==> config.mk <==
export PLATFORM = sky130hd
export DESIGN_NAME = cpu_datapath
export DESIGN_NICKNAME = d
export VERILOG_FILES = /design/src/rtl/cpu_datapath.sv
export SDC_FILE = /design/constraint.sdc
export NUM_CORES = 1
export LEC_CHECK = 0
export BUFFER_PORTS_ARGS = -buffer_cell sky130_fd_sc_hd__buf_2
export CAP_MARGIN = 30
export CORE_ASPECT_RATIO = 0.5
export CORE_UTILIZATION = 50
export CTS_CLUSTER_SIZE = 12
export DETAILED_ROUTE_END_ITERATION = 8
export PLACE_DENSITY = 0.67
export SLEW_MARGIN = 20
export SYNTH_ARGS = -nofsm -noshare
export SYNTH_HDL_FRONTEND = slang
export SYNTH_SLANG_ARGS = --single-unit
==> constraint.sdc <==
create_clock -name CLK -period 5.3 [get_ports CLK]
set_input_delay 0.795 -clock CLK [delete_from_list [all_inputs] [get_ports CLK]]
set_output_delay 0.795 -clock CLK [all_outputs]
set_load 0.005 [all_outputs]
==> src/rtl/cpu_datapath.sv <==
// Datapath of the 8-bit microprocessor: PC, IR, accumulator, 16x8 register file,
// z/c flags and the ALU, all sequenced by strobes from the fetch/execute controller.
module cpu_datapath #(
  parameter int PC_W     = 8,
  parameter int RESET_PC = 0
) (
  input  logic            CLK,
  input  logic            CLB,
  input  logic            aluControl,
  input  logic            LoadIR,
  input  logic            IncPC,
  input  logic            SelPC,
  input  logic            LoadPC,
  input  logic            LoadReg,
  input  logic            LoadAcc,
  input  logic [1:0]      SelAcc,
  input  logic [3:0]      SelALU,
  input  logic [7:0]      InstrIn,
  output logic [PC_W-1:0] PC,
  output logic [3:0]      Opcode,
  output logic            z,
  output logic            c,
  output logic [7:0]      AccOut
);

  localparam logic [PC_W-1:0] LP_RESET_PC = PC_W'(RESET_PC);

  logic [PC_W-1:0] r_pc;
  logic [7:0]      r_ir;
  logic [7:0]      r_acc;
  logic [7:0]      r_regs [16];
  logic            r_z;
  logic            r_c;

  logic [7:0]      w_rs_val;
  logic [7:0]      w_imm8;
  logic [7:0]      w_alu_res;
  logic            w_alu_c;
  logic [7:0]      w_acc_next;
  logic [PC_W-1:0] w_jump_src;
  logic            w_flag_en;

  // Returns {carry, result}; sub reports borrow as carry.
  function automatic logic [8:0] alu_f(input logic [3:0] op, input logic [7:0] a, input logic [7:0] b);
    logic [8:0] res;
    case (op)
      4'b1000: res = {1'b0, a} + {1'b0, b};
      4'b1100: res = {(a < b), a - b};
      4'b0100: res = {1'b0, ~(a | b)};
      4'b0001: res = {a[7], a[6:0], 1'b0};
      4'b0011: res = {a[0], 1'b0, a[7:1]};
      default: res = {1'b0, a};
    endcase
    return res;
  endfunction

  // Operand fetch, ALU, accumulator mux and jump-source selection.
  always_comb begin
    w_rs_val               = r_regs[r_ir[3:0]];
    w_imm8                 = {4'h0, r_ir[3:0]};
    {w_alu_c, w_alu_res}   = alu_f(SelALU, r_acc, w_rs_val);
    case (SelAcc)
      2'b00:   w_acc_next = w_imm8;
      2'b01:   w_acc_next = w_rs_val;
      default: w_acc_next = w_alu_res;
    endcase
    if (SelPC) begin
      w_jump_src = w_rs_val[PC_W-1:0];
    end else begin
      w_jump_src = w_imm8[PC_W-1:0];
    end
    w_flag_en = aluControl & LoadAcc & SelAcc[1];
  end

  // PC, IR, accumulator and flags; jump source uses the IR from before the edge.
  always_ff @(posedge CLK) begin
    if (CLB) begin
      r_pc  <= LP_RESET_PC;
      r_ir  <= 8'h00;
      r_acc <= 8'h00;
      r_z   <= 1'b0;
      r_c   <= 1'b0;
    end else begin
      if (LoadPC) begin
        r_pc <= w_jump_src;
      end else if (IncPC) begin
        r_pc <= r_pc + PC_W'(1);
      end
      if (LoadIR) begin
        r_ir <= InstrIn;
      end
      if (LoadAcc) begin
        r_acc <= w_acc_next;
      end
      if (w_flag_en) begin
        r_z <= (w_alu_res == 8'h00);
        r_c <= w_alu_c;
      end
    end
  end

  // Register file write port; stores the accumulator value held before the edge.
  always_ff @(posedge CLK) begin
    if (CLB) begin
      for (int i = 0; i < 16; i++) begin
        r_regs[i] <= 8'h00;
      end
    end else if (LoadReg) begin
      r_regs[r_ir[3:0]] <= r_acc;
    end
  end

  assign PC     = r_pc;
  assign Opcode = r_ir[7:4];
  assign z      = r_z;
  assign c      = r_c;
  assign AccOut = r_acc;

endmodule

* Word-level counts from Yosys, hierarchy flattened
Memory sizes are Yosys's and may differ from the RTL's. A register that Yosys moved wholly into a read port is not among the register bits.
Cells that the tools add are included.
** Storage, ports and cells
- Register bits :: 26
- Output and inout bits :: 22
- RAM bits :: 128
- Memories :: 1
- Logic and storage cells :: 39
- Latch bits :: 0
- ROM bits :: 0
- Bits of input ports :: 23
** Memories
- r_regs :: depth 16, bits a word 8, read ports 1, clocked after Yosys merged registers in 1, wr ports 16, line 31 : logic [7:0] r_regs [16];
** Cells by class
- Div/mod/pow operators :: 0
- Shift operators :: 0
- Bitwise logic cells :: 4
- Equal/unequal tests :: 6
- Multiply operators :: 0
- Reductions and logical operators :: 4
- Mux-type cells :: 15
- Add/subtract/negate cells :: 3
- $lt $le $gt $ge :: 1
** Operators with widths (count)
- 9-bit one-hot mux with 5 select lines :: 1
- 8-bit two-way mux :: 4
- 8-bit one-hot mux with 2 select lines :: 1
- 4-bit two-way mux :: 3
- 8-bit by 8-bit adder with 9-bit output :: 1
- 8-bit by 1-bit adder with 8-bit output, second input constant :: 1
- 4-bit equality test, second input constant :: 2
- 8-bit zero test :: 1
- 8-bit less-than comparator :: 1
- 8-bit inverter :: 1
- 8-bit OR :: 1
- 8-bit OR reduction :: 1
- 8-bit subtractor :: 1
- 1-bit two-way mux :: 6
- 4-bit by 1-bit equality test with 1-bit output, second input constant :: 1
- 4-bit by 2-bit equality test with 1-bit output, second input constant :: 1
- 4-bit by 3-bit equality test with 1-bit output, second input constant :: 1
- 1-bit AND :: 2
- 2-bit by 1-bit equality test with 1-bit output, second input constant :: 1
- 2-bit zero test :: 1
- 2-bit nonzero test :: 1

* Depth between registers and ports, before layout
- Depth after elaboration :: 5
- Depth in mapped cells :: 14
- Depth with buffers taken out :: 12

* Worst setup path after synthesis
OpenSTA, ideal clock, no wires.
- Path type :: register to register
- From :: register with a tool-made name
- To :: register r_z (netlist: z)
- Data required time :: 5230 ps
- Setup slack :: 1829 ps
- Clock period less this slack :: 3471 ps
- Setup time :: 70 ps
- Buffers on the path :: 3
- Cell stages (with the launch flop) :: 15
- Arrival time :: 3401 ps
- Path through :: dfxtp_1 > buf_6 > buf_8 > mux4_2 > mux4_2 > inv_1 > ha_1 > buf_2 > inv_1 > a221oi_1 > mux2i_1 > o211ai_1 > a2111oi_1 > o2111ai_1 > a21oi_1
** RTL lines
- to (signal assigned) :: line 96 : r_z <= (w_alu_res == 8'h00);
- to (decl) :: line 32 : logic r_z;

==> reports/qor.yml <==
hold_violations: 0
power.density_mw_per_mm2: 338
die-width_um: 186
synth_area_per_cell_um2: 11.8
cts_made_buffers: 17
ys_ff_latch: 158
dp_hpwl_mm: 15.2
antenna_found_initial: 1
rsz0062_at_grt: "false"
synth_edf_count: 128
final_area_mm2: 0.00947
fin_nets: 784
r2r_slack_ns: 0.87
fin_crit_sh_pct: 83.5
gp_congestion: 0.886
placeableCoreArea_mm2: 0.0165
finalMaxSlewViolations: 0
setup_tns_ns: 0
first_global_vias: 5961
power_frac_seq_pct: 44.7
area_delta_synth_final_pct: 11.2
firstDrtPassIters: 5
rows: 33
insertion_delay_ns: 0.43
setup_viol: 0
grt_usage_pct: 27.3
htreeDepth: 4
cp_max_fo: 16
fin_skew_ns: 0.0182
ctsHoldBuffers: 0
fmaxAchievable_ghz: 0.226
yosysWarningCount: 0
worst_pin_slew_ns: 0.995
worstSetupEndpointType: "flip-flop"
drv_cap: 0
drt_iter0_markers: 723
crit_chain: "mux4_2, mux4_2, inv_1, ha_1, inv_1, a221oi_1, mux2i_1, o211ai_1, a2111oi_1, o2111ai_1, a21oi_1"
async_flop_share_pct: 0
start_util_pct: 51.5
vias: 6336
tritoncts: "built"
fin_crit_ns: 4.43
syn_nets: 774
final_core_util_pct: 57.3
critPathKind: "flip-flop to flip-flop"
cpPeakStageDelay_ns: 0.68
internal_power_mw: 2.32
cts_root_buf: "clkbuf_16"
min_path_type: "flip-flop to flip-flop"
overflow: 0
grt_max_degree: 42
fill_cells: 1358
post_cts_resized: 0
leakagePower_nw: 3.28
route.detailed.drc: 0
synth_area_mm2: 0.00851
crit_required_ns: 5.66
synth_flop_cell: "edfxtp_1"
status: "finished clean"
synth_top_area_share_pct: 45.2
clockBufferDepth: 2
maxSlewHeadroom_pct: 33.0
grt_pass1_wl_mm: 35.3
finalWirelength_mm: 23.2
ys_types: 75
p_sw_mw: 0.882
clk_pin_slew_worst_paths_ns: 0.07
drive_gt1_share_pct: 19.8
ant_nets: 0
post_cts.repair.setup_buffers: 0
die_y_um: 94.2
critPathTopFamily: "compound AO/OA/AOI/OAI gates"
wl_per_cell_um: 23.8
swShare_pct: 27.6
synth-seq-area-share_pct: 52.2
yosys.area.top_type: "edfxtp_1"
ir_drop_v: 0.000235
worstPathArrival_ns: 4.78
dieArea_mm2: 0.0176
place.port_buffers: 44
cts_sinks: 158
clockPowerShare_pct: 40.9
ys_top_cells_by_area: "edfxtp_1 (45%), mux4_2 (10%), dfxtp_1 (7.1%), nor3_1 (6.1%), ha_1 (3.7%)"
slowest_stage: "dfxtp_2"
p_comb_share_pct: 14.3
antennaDiodeCount: 0
cp.buffers_inverters: 2
post_dp_cell_area_mm2: 0.00884
ioPinCount: 45
postSynthCellCount: 724
startpoint_type: "flip-flop"
viasPerCell: 6.51
[state kept, by name (all words and copies together), names as in the netlist, named ones only]
| name | count |
|---|---|
| AccOut | 8 |
| PC | 8 |
| c | 1 |
| r_ir | 8 |
| r_regs | 128 |
| z | 1 |
[cell type report]
| cell class | count | area [um2] | share of cell area [%] |
|---|---|---|---|
| Clock buffer | 17 | 425 | 4.49 |
| Clock inverter | 14 | 199 | 2.10 |
| Inverter | 35 | 131 | 1.39 |
| Multi-Input combinational cell | 453 | 3570 | 37.8 |
| Sequential cell | 158 | 4450 | 47.0 |
| Tap cell | 227 | 284 | 3.00 |
| Timing Repair Buffer | 69 | 405 | 4.28 |
[through the flow]
| stage | setup slack, ns | hold slack (ns) | std cells | power [mW] |
|---|---|---|---|---|
| after floorplan | 1.83 | 0.448 | 724 | 1.76 |
| after global placement | 0.988 | 0.453 | 941 | 1.90 |
| after detailed placement | 0.965 | 0.452 | 942 | 1.91 |
| after CTS | 0.959 | 0.459 | 973 | 3.20 |
| after global routing | 0.651 | 0.482 | 973 | 3.30 |
| final | 0.874 | 0.460 | 973 | 3.20 |
[cell usage after synthesis, types with 3 or more instances]
| cell | instances |
|---|---|
| nor4_1 | 32 |
| buf_4 | 5 |
| mux4_2 | 38 |
| o221ai_1 | 3 |
| a211oi_1 | 14 |
| nor2b_1 | 9 |
| o22ai_1 | 3 |
| a31oi_1 | 3 |
| a221oi_1 | 4 |
| clkinv_1 | 7 |
| dfxtp_1 | 30 |
| buf_1 | 6 |
| inv_1 | 27 |
| clkbuf_1 | 55 |
| mux2i_1 | 15 |
| nor2_1 | 37 |
| nand2_1 | 17 |
| ha_1 | 25 |
| o21ai_1 | 3 |
| xnor2_1 | 5 |
| nand2b_1 | 6 |
| nand3_1 | 15 |
| nor3_1 | 103 |
| a21oi_1 | 32 |
| edfxtp_1 | 128 |
| buf_2 | 8 |
| o21a_1 | 3 |
| o21ai_0 | 21 |
| o31ai_1 | 6 |
| a21o_1 | 3 |
| o211ai_1 | 5 |
[cell families after synthesis]
kind of cell    Yosys count  share of synthesized area, %
compound gates          125                          9.84
mux                      56                          12.6
simple gates            239                          14.7
flops                   158                          52.2
buf+inv                 113                          5.82
xor+xnor                  6                         0.618
fa+ha+maj                27                          4.15
[layout by cell type, fill, tap and decap left out, types with 4 or more instances in the layout]
cell type  netlist  routed
mux4_2          38      38
a221oi_1         4       4
a21oi_1         32      32
mux2i_1         15      15
a211oi_1        14      14
o211ai_1         5       5
nor2_1          37      37
clkbuf_16        0      17
buf_2            8      45
nor2b_1          9       9
inv_6            0       5
o21ai_1          3       7
nand3_1         15      15
inv_1           27      27
o31ai_1          6       5
nand2b_1         6       6
dfxtp_1         30      29
edfxtp_1       128     128
nor3_1         103     103
xnor2_1          5       5
nand2_1         17      17
buf_4            5      24
clkinv_1         7       7
ha_1            25      25
o21ai_0         21      17
nor4_1          32      32
[layer usage]
| layer | track usage [%] | up-vias | wire (um) |
|---|---|---|---|
| li1 | - | 2818 | - |
| met1 | 35.8 | 3143 | 9680 |
| met2 | 43.9 | 324 | 10900 |
| met3 | 6.46 | 49 | 1970 |
| met4 | 11.1 | 2 | 600 |
| met5 | 0 | - | 13 |
[power by group through the flow]
stage,registers [mW],clock network [mW],logic (mW)
global route,1.43,1.37,0.496
floorplan,1.44,0,0.327
finish,1.43,1.31,0.459
detailed placement,1.46,0,0.450
global placement,1.45,0,0.445
CTS,1.43,1.32,0.453
[path summary, 6_finish.rpt]
check,from,endpoint,cells after the start
max,flip-flop,z$_SDFFE_PP0P_,11
min,z$_SDFFE_PP0P_,z$_SDFFE_PP0P_,2
min reg2reg,z$_SDFFE_PP0P_,z$_SDFFE_PP0P_,2
max reg2reg,flip-flop,z$_SDFFE_PP0P_,11
[worst reg2reg max path, stage by stage (launching register included)]
cell,delay [ns]
dfxtp_2,0.68
mux4_2,0.60
mux4_2,0.57
inv_1,0.11
ha_1,0.32
inv_1,0.09
a221oi_1,0.68
mux2i_1,0.31
o211ai_1,0.15
a2111oi_1,0.49
o2111ai_1,0.21
a21oi_1,0.17
Note: power is estimated with default switching activity, not from simulation.
